**src/rtl/quadrature_paddle.sv**
```systemverilog
// Quadrature encoder front end for the pong paddles: sync, glitch filter,
// Gray decode, edge-per-click accumulation and a saturating position.
module quadrature_paddle #(
    parameter int WIDTH           = 8,
    parameter int EDGES_PER_CLICK = 4,
    parameter int FILTER_LEN      = 4,
    parameter int MIN             = 0,
    parameter int MAX             = (1 << WIDTH) - 1,
    parameter int INIT            = 0,
    parameter bit INVERT          = 1'b0
) (
    input  logic             CLOCK,
    input  logic             RESET_N,
    input  logic             A,
    input  logic             B,
    input  logic             CLEAR,
    output logic [WIDTH-1:0] COUNT,
    output logic             STEP,
    output logic             DIR,
    output logic             SAT,
    output logic             ERROR
);

    localparam int FW = $clog2(FILTER_LEN + 1);
    localparam int SW = (EDGES_PER_CLICK > 1) ? $clog2(EDGES_PER_CLICK) : 1;

    localparam logic [FW-1:0]    F_LAST = FW'(FILTER_LEN - 1);
    localparam logic [SW-1:0]    S_TOP  = SW'(EDGES_PER_CLICK - 1);
    localparam logic [WIDTH-1:0] MIN_V  = WIDTH'(MIN);
    localparam logic [WIDTH-1:0] MAX_V  = WIDTH'(MAX);
    localparam logic [WIDTH-1:0] INIT_V = WIDTH'(INIT);

    logic [1:0]    s1;
    logic [1:0]    s2;
    logic [1:0]    filt;
    logic [1:0]    prev;
    logic [FW-1:0] fcnt [2];
    logic [SW-1:0] sub;

    logic [1:0] diff;
    logic       raw_up;
    logic       raw_dn;
    logic       illegal;
    logic       up_e;
    logic       dn_e;

    // Position of a Gray code along the up sequence 00,01,11,10.
    function automatic logic [1:0] gidx(input logic [1:0] ab);
        unique case (ab)
            2'b00:   gidx = 2'd0;
            2'b01:   gidx = 2'd1;
            2'b11:   gidx = 2'd2;
            default: gidx = 2'd3;
        endcase
    endfunction

    // Two-flop synchroniser for both raw phases.
    always_ff @(posedge CLOCK) begin
        if (!RESET_N) begin
            s1 <= 2'b00;
            s2 <= 2'b00;
        end else begin
            s1 <= {A, B};
            s2 <= s1;
        end
    end

    // Per-phase filter: accept s2 only after FILTER_LEN consecutive differing cycles.
    always_ff @(posedge CLOCK) begin
        for (int i = 0; i < 2; i++) begin
            if (!RESET_N) begin
                filt[i] <= 1'b0;
                fcnt[i] <= '0;
            end else if (s2[i] == filt[i]) begin
                fcnt[i] <= '0;
            end else if (fcnt[i] == F_LAST) begin
                filt[i] <= s2[i];
                fcnt[i] <= '0;
            end else begin
                fcnt[i] <= fcnt[i] + FW'(1);
            end
        end
    end

    // Classify the filtered transition; INVERT swaps the count sense.
    always_comb begin
        diff    = gidx(filt) - gidx(prev);
        raw_up  = (diff == 2'd1);
        raw_dn  = (diff == 2'd3);
        illegal = (diff == 2'd2);
        up_e    = INVERT ? raw_dn : raw_up;
        dn_e    = INVERT ? raw_up : raw_dn;
    end

    // Sub-count accumulation, saturating position and registered status outputs.
    always_ff @(posedge CLOCK) begin
        if (!RESET_N) begin
            prev  <= 2'b00;
            sub   <= '0;
            COUNT <= INIT_V;
            STEP  <= 1'b0;
            SAT   <= 1'b0;
            DIR   <= 1'b0;
            ERROR <= 1'b0;
        end else begin
            prev <= filt;
            STEP <= 1'b0;
            SAT  <= 1'b0;
            if (CLEAR) begin
                COUNT <= INIT_V;
                sub   <= '0;
                ERROR <= 1'b0;
            end else if (illegal) begin
                ERROR <= 1'b1;
            end else if (up_e) begin
                DIR <= 1'b1;
                if (sub == S_TOP) begin
                    sub <= '0;
                    if (COUNT == MAX_V) begin
                        SAT <= 1'b1;
                    end else begin
                        COUNT <= COUNT + WIDTH'(1);
                        STEP  <= 1'b1;
                    end
                end else begin
                    sub <= sub + SW'(1);
                end
            end else if (dn_e) begin
                DIR <= 1'b0;
                if (sub == '0) begin
                    sub <= S_TOP;
                    if (COUNT == MIN_V) begin
                        SAT <= 1'b1;
                    end else begin
                        COUNT <= COUNT - WIDTH'(1);
                        STEP  <= 1'b1;
                    end
                end else begin
                    sub <= sub - SW'(1);
                end
            end
        end
    end

endmodule

```
**config.mk**
```make
export PLATFORM = sky130hd
export DESIGN_NAME = quadrature_paddle
export DESIGN_NICKNAME = d
export VERILOG_FILES = /design/src/rtl/quadrature_paddle.sv
export SDC_FILE = /design/constraint.sdc
export NUM_CORES = 1
export LEC_CHECK = 0
export CAP_MARGIN = 0
export CELL_PAD_IN_SITES_DETAIL_PLACEMENT = 1
export CELL_PAD_IN_SITES_GLOBAL_PLACEMENT = 2
export CORE_ASPECT_RATIO = 0.5
export CORE_MARGIN = 2
export CORE_UTILIZATION = 31
export CTS_CLUSTER_DIAMETER = 120
export CTS_CLUSTER_SIZE = 30
export DETAILED_ROUTE_END_ITERATION = 16
export PLACE_DENSITY = 0.84
export SYNTH_ARGS = -nofsm -noshare
export SYNTH_HDL_FRONTEND = slang
export SYNTH_SLANG_ARGS = --single-unit
```
**constraint.sdc**
```tcl
create_clock -name CLOCK -period 3.3 [get_ports CLOCK]
set_input_delay 0.99 -clock CLOCK [delete_from_list [all_inputs] [get_ports CLOCK]]
set_output_delay 0.99 -clock CLOCK [all_outputs]
set_load 0.02 [all_outputs]
```
# After elaboration in Yosys (flattened, before gate mapping)
# Memory sizes are Yosys's and may differ from the RTL's.
# Cells that the tools add are included.
# word_totals
regBits	22
ramBits	6
in_bits	5
out_inout_bits	12
memories	1
# op_classes
addsub	7
n_eq_ne	16
muxes	55
bitwise	11
n_reduce_logical	13
# memory_table
memory	words	word_bits	rd	rd_clocked_by_memory_dff	write_ports	line	source
fcnt	2	3	2	0	2	37	logic [FW-1:0] fcnt [2];
# op_table
cell	count
8-bit two-way mux	6
1-bit two-way mux	37
3-bit two-way mux	6
2-bit case mux with 3 select lines	2
2-bit equality test (second input constant)	5
8-bit by 1-bit adder with 8-bit output (second input constant)	1
8-bit equality test (second input constant)	1
8-bit zero test	1
2-bit two-way mux	4
8-bit by 1-bit subtractor with 8-bit output (second input constant)	1
3-bit by 1-bit adder with 3-bit output (second input constant)	2
2-bit by 1-bit equality test with 1-bit output (second input constant)	3
3-bit by 2-bit equality test with 1-bit output (second input constant)	2
2-bit zero test	3
1-bit OR	6
2-bit AND reduction	3
6-bit AND reduction	1
1-bit NOT	5
2-bit inequality test (second input constant)	2
2-bit nonzero test	2
3-bit AND reduction	1
3-bit OR reduction	1
2-bit by 1-bit adder with 2-bit output (second input constant)	1
1-bit equality test	2
4 further kinds	4

# Logic depth before layout (Yosys ltp)
# Gate-level depths: netlist of the first run.
# logic_depth
depth_word	7
depth_mapped	13
depth_no_buf	13

# Worst setup path after synthesis of the first run
# OpenSTA, ideal clock, no wires.
# synth_timing
path_type	reg-to-reg
start	register filt[0]
end	register COUNT[6]
setup_time_ns	0.058
t_arrival_ns	3.108
setup_slack_ns	0.134
path_stages_with_launch	13
n_path_buf	0
synth_period_minus_slack_ns	3.166
cell_sequence	dfxtp_1 -> inv_1 -> ha_1 -> ha_1 -> xor3_2 -> nor2_2 -> inv_1 -> ha_1 -> a31o_2 -> nor3_1 -> o22ai_1 -> a2111oi_1 -> a211o_1
# synth_via
elab_chain_cells	6
word_cells_on_any_way	16
cone_classes	add/sub: 1; eq/ne: 8; mux: 2; bitwise: 1; reduce/logical: 4
# synth_lines
element	line	source
start, declared	35	logic [1:0] filt;
start signal, assigned by index	77	filt[i] <= s2[i];
2-bit equality test, or another cell as far along	49	unique case (ab)
2-bit case mux with 3 select lines *	49	
2-bit subtractor *	87	diff = gidx(filt) - gidx(prev);
2-bit by 1-bit equality test with 1-bit output, or another cell as far along	88	raw_up = (diff == 2'd1);
2-bit inequality test (no line), or another cell as far along	-	
6-bit AND reduction (no line)	-	
end signal, assigned	122	COUNT <= COUNT + WIDTH'(1);
end signal, assigned	135	COUNT <= COUNT - WIDTH'(1);
end, declared	17	output logic [WIDTH-1:0] COUNT,
# Mark *: on every way between the ends. The rest lies on a longest branch, timed or not.
# A chain may end at the register's enable or synchronous reset.

# Worst setup path after layout of the first run
# layout_timing
start	register prev[0]
end	register COUNT[7]
# layout_via
elab_chain_cells	6
word_cells_on_any_way	16
cone_classes	add/sub: 1; eq/ne: 8; mux: 2; bitwise: 1; reduce/logical: 4
# layout_lines
element	line	source
start, declared	36	logic [1:0] prev;
start signal, assigned	106	prev <= filt;
2-bit equality test, or another cell as far along	49	
2-bit case mux with 3 select lines *	49	
2-bit subtractor *	87	
2-bit by 1-bit equality test with 1-bit output, or another cell as far along	88	
2-bit inequality test (no line), or another cell as far along	-	
6-bit AND reduction (no line)	-	
# Marks and branches as above.

==> results of run 1 <==
==> state kept, by name, indices dropped and copies added (netlist names), 2 cells and up <==
name	count
fcnt	6
COUNT	8
s2	2
sub	2
prev	2
filt	2
s1	2
==> final cells by class <==
class                           count  area (sq um)  share of cell area
Clock inverter                      1          30.0              0.0152
Clock buffer                        3          41.3              0.0208
Timing Repair Buffer               19           183              0.0922
Tap cell                           70          87.6              0.0442
Inverter                           12          45.0              0.0227
Sequential cell                    28           622               0.314
Multi-Input combinational cell    138           973               0.491
==> worst reg2reg max path: cells and delay by family (launching register included) <==
family	cells	cell delay, ns
AO/OA/AOI/OAI	2	0.62
flip-flops	1	0.35
buffers and inverters	3	0.22
multiplexers	2	0.50
AND/OR/NAND/NOR	1	0.14
adder cells (fa/ha/maj)	3	0.72
XOR/XNOR	1	0.48
==> power by group <==
part / switching, uW / leakage [uW] / internal, uW
sequential: 3.01 / 0.000240 / 356
combinational: 21.8 / 0.000548 / 17.7
clock: 121 / 0.0000357 / 163
total: 146 / 0.000824 / 536
==> cell usage in the layout, fill, tap and decap left out, types with 4 or more instances in the layout <==
| master | instances |
|---|---|
| a21oi_1 | 9 |
| and2_1 | 6 |
| clkdlybuf4s50_1 | 16 |
| conb_1 | 6 |
| dfxtp_1 | 21 |
| edfxtp_1 | 6 |
| ha_1 | 14 |
| inv_1 | 12 |
| mux2i_1 | 7 |
| nand2_1 | 10 |
| nand3_1 | 7 |
| nor2_1 | 20 |
| nor3_1 | 6 |
| or3_1 | 5 |
| xnor2_1 | 4 |
==> per-layer routing <==
metal / routed length, microns / global-route usage / share of wire / up-vias
li1: - / - / - / 667
met2: 1860 / 0.234 / 0.49 / 12
met1: 1820 / 0.173 / 0.48 / 638
met3: 101 / 0.0328 / 0.027 / 5
met4: 23 / 0.0297 / 0.0060 / 0
met5: 0 / 0 / 0 / -
==> stage by stage <==
stage	worst slack, ns	cells	total power, uW	util	hold slack [ns]
floorplan	0.134	184	391	-	0.412
global placement	0.159	267	404	0.378	0.420
detailed placement	0.0443	267	406	0.378	0.422
CTS	0.00757	271	693	0.392	0.449
global route	0.0150	271	714	0.395	0.475
finish	0.205	271	682	0.395	0.444
==> kinds of logic after synthesis <==
group | count (synthesis) | share of synthesized area
mux | 7 | 0.0425
fa+ha+maj | 16 | 0.121
buf+inv | 18 | 0.0508
compound gates | 31 | 0.131
flops | 28 | 0.376
simple gates | 70 | 0.215
xor+xnor | 8 | 0.0615
other cells | 1 | 0.00227
==> how the worst min path moves through the flow <==
stage | to | cells after the start | slack (ns)
after floorplan | s2[0] | 1 | 0.41
after detailed placement | s2[0] | 1 | 0.42
after CTS | s2[0] | 1 | 0.45
final | s2[0] | 1 | 0.44
after global routing | s2[0] | 1 | 0.48
after global placement | s2[1] | 1 | 0.42
==> what timing repair did <==
| item | CTS | global route |
|---|---|---|
| gates resized for setup | 0 | 4 |
| endpoints found under the setup margin | 1 | 4 |
| gates cloned | 0 | 0 |
| pin swaps | 1 | 1 |
| buffers inserted | 0 | 0 |
==> metrics.txt, run 1 <==
clock sinks 28; Antenna Cells 0; Post-DRT Antenna Nets 0; initial antenna violation count 0; Synth cell types 45; CP cell instances inv_1, ha_1, inv_1, ha_2, xor3_2, nor2_4, inv_1, ha_1, a311o_1, o31ai_1, mux2i_1, mux2i_1; Pins Over Slew Limit 0; vias per std cell around 4.9; Num CTS Buffers 3; WL per Instance 14.0 microns; Seq/Total Area, Yosys 0.376; CP bufs+invs 3; Primary FF master, synth dfxtp_1; RSZ-0062 raised after global routing false; GP Congestion 0.823; Remaining DRCs 0; routed via count roughly 1,300; CTS Buffer Depth 2; period utilization 0.938; core area 5020 sq um; Max Cap Viol 0; length of the first detailed-routing pass in iterations 3; status complete, no violations; Worst-Margin Slew between 0.5 and 0.6 ns; top-area cell type share of the netlist area 0.267; Slowest-stage cell, CP xor3_2; Synth async-reset ratio 0; pin count of the biggest net entering global routing 17; drt total wl 3810 microns; Setup CP Type flip-flop to flip-flop; fillcell total around 590; final setup violation count 0; total negative slack 0 ns; Yosys top cell by area dfxtp_1; I/O pin total 17; Syn Inst Count roughly 180; final hold violation count 0; VDD IR max between 0.15 and 0.2 mV; Worst path depth 12; first-pass GRT wire length 6490 microns; later-pin clock latency in the skew report 0.29 ns; worst path arrival time roughly 3.3 ns; P&R area growth vs syn 20.2%; relative slew slack 0.643; Die H about 56 microns; Hold Crit Start s1[0]; CP Max Fanout 6; CP dominant cell by count inv_1; Avg Inst Size Synth approximately 9.2 sq um; die width between 100 and 150 microns; final instance area 1980 sq um; R2R cell count 12; Critical Path Source prev[0]; row cnt 18; R2R Setup Slk 0.20 ns; Worst-path clk slew 0.11 ns; minimum clock period between 3 and 4 ns; worst min-delay path category flip-flop to flip-flop; synthesized flop and latch total 28; Synth Cell Area roughly 1600 sq um; DRT iter0 DRCs 38; HPWL Detailed roughly 2800 microns; Post-synth EDFFs 6; slowest stage delay, CP about 0.48 ns; Layout Nets around 220; port buffer count 16; CTS hold repair buffers 0; root buf cell clkbuf_8; critical path endpoint category flip-flop; Fmax achieved 0.323 GHz; layout cells sized above 1 0.0746; Worst Setup EP COUNT[7]; Die ar. between 5000 and 6000 sq um; global route overflow 0; top post-synthesis cells by area dfxtp_1 27%, ha_1 12%, edfxtp_1 11%, nor2_1 4.6%, mux2i_1 4.2%; vias in the first global route ~1,400; Leak Pwr 0.000824 uW; GRT Overall Usage 0.136; Clock Skew about 0.0060 ns; top-count cell post-synth dfxtp_1; Largest delay share family, worst path adder cells; critical register-to-register path startpoint prev[0]; initial cell density of the core 0.328; YS warnings 0; Crit Reg-Reg Endpoint COUNT[7]; Worst EP required 3.52 ns; most instantiated cells after synthesis 22 x dfxtp_1, 20 x nor2_1, 16 x ha_1; Placed Area approximately 1900 sq um; TritonCTS clock tree yes; H-tree depth 1; PwrDens ~340 nW/um^2; crit path launch type flip-flop
Power figures use the tool's default switching activity.
==> run 2: changes to the inputs <==
Settings changed: CAP_MARGIN 0 to default, RECOVER_POWER from default to 25, REMOVE_ABC_BUFFERS from default to 1.
==> metrics.txt, run 2 (synthesis gave the netlist of run 1 again) <==
RSZ-0062 raised after global routing false (unchanged); status complete, no violations (unchanged); layout cells sized above 1 0.0882 (was 0.0746); Num CTS Buffers 3 (unchanged); Post-DRT Antenna Nets 0 (unchanged); PwrDens 338 nW/um^2 (was 344 nW/um^2); H-tree depth 1 (unchanged); Setup CP Type flip-flop to flip-flop (unchanged); Largest regs COUNT (8), fcnt (6) (unchanged); period utilization 0.937 (was 0.938); final hold violation count 0 (unchanged); CTS Buffer Depth 2 (unchanged); row cnt 18 (unchanged); Die H 55.6 microns (unchanged); GP Congestion 0.807 (was 0.823); Layout Nets 226 (was 223); drt total wl 3690 microns (was 3810 microns); CP Max Fanout 4 (was 6); Worst-path clk slew 0.10 ns (was 0.11 ns); Remaining DRCs 0 (unchanged); critical path endpoint category flip-flop (unchanged); final setup violation count 0 (unchanged); TritonCTS clock tree yes (unchanged); Worst-Margin Slew 0.521 ns (was 0.536 ns); later-pin clock latency in the skew report 0.28 ns (was 0.29 ns); die width 107 microns (unchanged); vias per std cell 4.87 (was 4.88); VDD IR max 0.172 mV (was 0.159 mV); CTS hold repair buffers 0 (unchanged); GRT Overall Usage 0.136 (about the same); final instance area 2010 sq um (was 1980 sq um); Worst EP required 3.52 ns (about the same); port buffer count 16 (unchanged); worst min-delay path category flip-flop to flip-flop (unchanged); initial antenna violation count 0 (unchanged); root buf cell clkbuf_8 (unchanged); length of the first detailed-routing pass in iterations 4 (was 3); Placed Area 1920 sq um (was 1900 sq um); Max Cap Viol 0 (unchanged); Leak Pwr 0.000833 uW (was 0.000824 uW); first-pass GRT wire length 6470 microns (was 6490 microns); DRT iter0 DRCs 47 (was 38); commonest cells after routing, fill and taps aside 22 x dfxtp_1, 20 x nor2_1, 15 x ha_1, 15 x clkdlybuf4s50_1, 12 x inv_1 (was 21 x dfxtp_1, 20 x nor2_1, 16 x clkdlybuf4s50_1); P&R area growth vs syn 21.9% (was 20.2%); # Post-CTS Setup Buffers 0 (unchanged); Post-CTS Resized 0 (unchanged); Largest Register COUNT (unchanged); minimum clock period 3.09 ns (was 3.10 ns); Die ar. 5950 sq um (unchanged); pin count of the biggest net entering global routing 17 (unchanged); total negative slack 0 ns (unchanged); Pins Over Slew Limit 0 (unchanged); initial cell density of the core 0.328 (unchanged); most common cell after layout, fill and taps aside dfxtp_1 (unchanged); crit path launch type flip-flop (unchanged); Largest register FFs 8 (unchanged); global route overflow 0 (unchanged); clock sinks 28 (unchanged); vias in the first global route 1,368 (was 1,377); Antenna Cells 0 (unchanged); routed via count 1,334 (was 1,322); HPWL Detailed 2760 microns (was 2810 microns); core area 5020 sq um (unchanged); worst path arrival time 3.31 ns (about the same); relative slew slack 0.653 (was 0.643); Fmax achieved 0.324 GHz (was 0.323 GHz); Clock Skew 0.00246 ns (was 0.00603 ns); I/O pin total 17 (unchanged); WL per Instance 13.5 microns (was 14.0 microns)
run 2: layer usage:
layer  vias up  track usage  part of all wire
met4         0       0.0223            0.0051
met3         2       0.0316             0.020
met2        11        0.216              0.45
met5         -            0                 0
li1        674            -                 -
met1       647        0.190              0.52
run 2: layout make-up:
type	count	area (sq um)
clock buffer	3	41.3
clock inverter	1	30.0
sequential	28	621
tap	70	87.6
timing repair buffer	22	201
fill	595	3010
multi-input combinational	138	985
inverter	12	45.0
run 2: worst max-delay path, cell delays in order (launching register included):
cell and delay (ns):
dfxtp_1 0.35, inv_1 0.05, ha_1 0.18, nor2_1 0.27
xor3_2 0.54, nor2_4 0.13, inv_1 0.07, buf_4 0.14
ha_1 0.25, a311o_1 0.30, o31ai_2 0.29, mux2i_1 0.27
mux2i_1 0.19
run 2: worst paths after layout:
check,startpoint,to,slack (ns),depth (start not counted)
max,prev[0],COUNT[7],0.21,12
max reg2reg,prev[0],COUNT[7],0.21,12
min,s1[1],s2[1],0.45,1
min reg2reg,s1[1],s2[1],0.45,1
run 2: per-stage QoR:
stage | utilization | setup slack (ns) | hold slack [ns] | total power, uW | cells
2_1_floorplan | - | 0.133 | 0.412 | 389 | 178
3_3_place_gp | 0.383 | 0.226 | 0.418 | 405 | 270
3_5_place_dp | 0.383 | 0.0804 | 0.422 | 406 | 270
4_1_cts | 0.397 | 0.0509 | 0.448 | 690 | 274
5_1_grt | 0.400 | 0.0298 | 0.456 | 710 | 274
6_report | 0.400 | 0.209 | 0.445 | 679 | 274
run 2: power by group:
group	internal [uW]	leakage, uW	switching, uW
logic	17.6	0.000557	22.3
registers	356	0.000240	2.73
clock network	163	0.0000357	118
total	536	0.000833	143
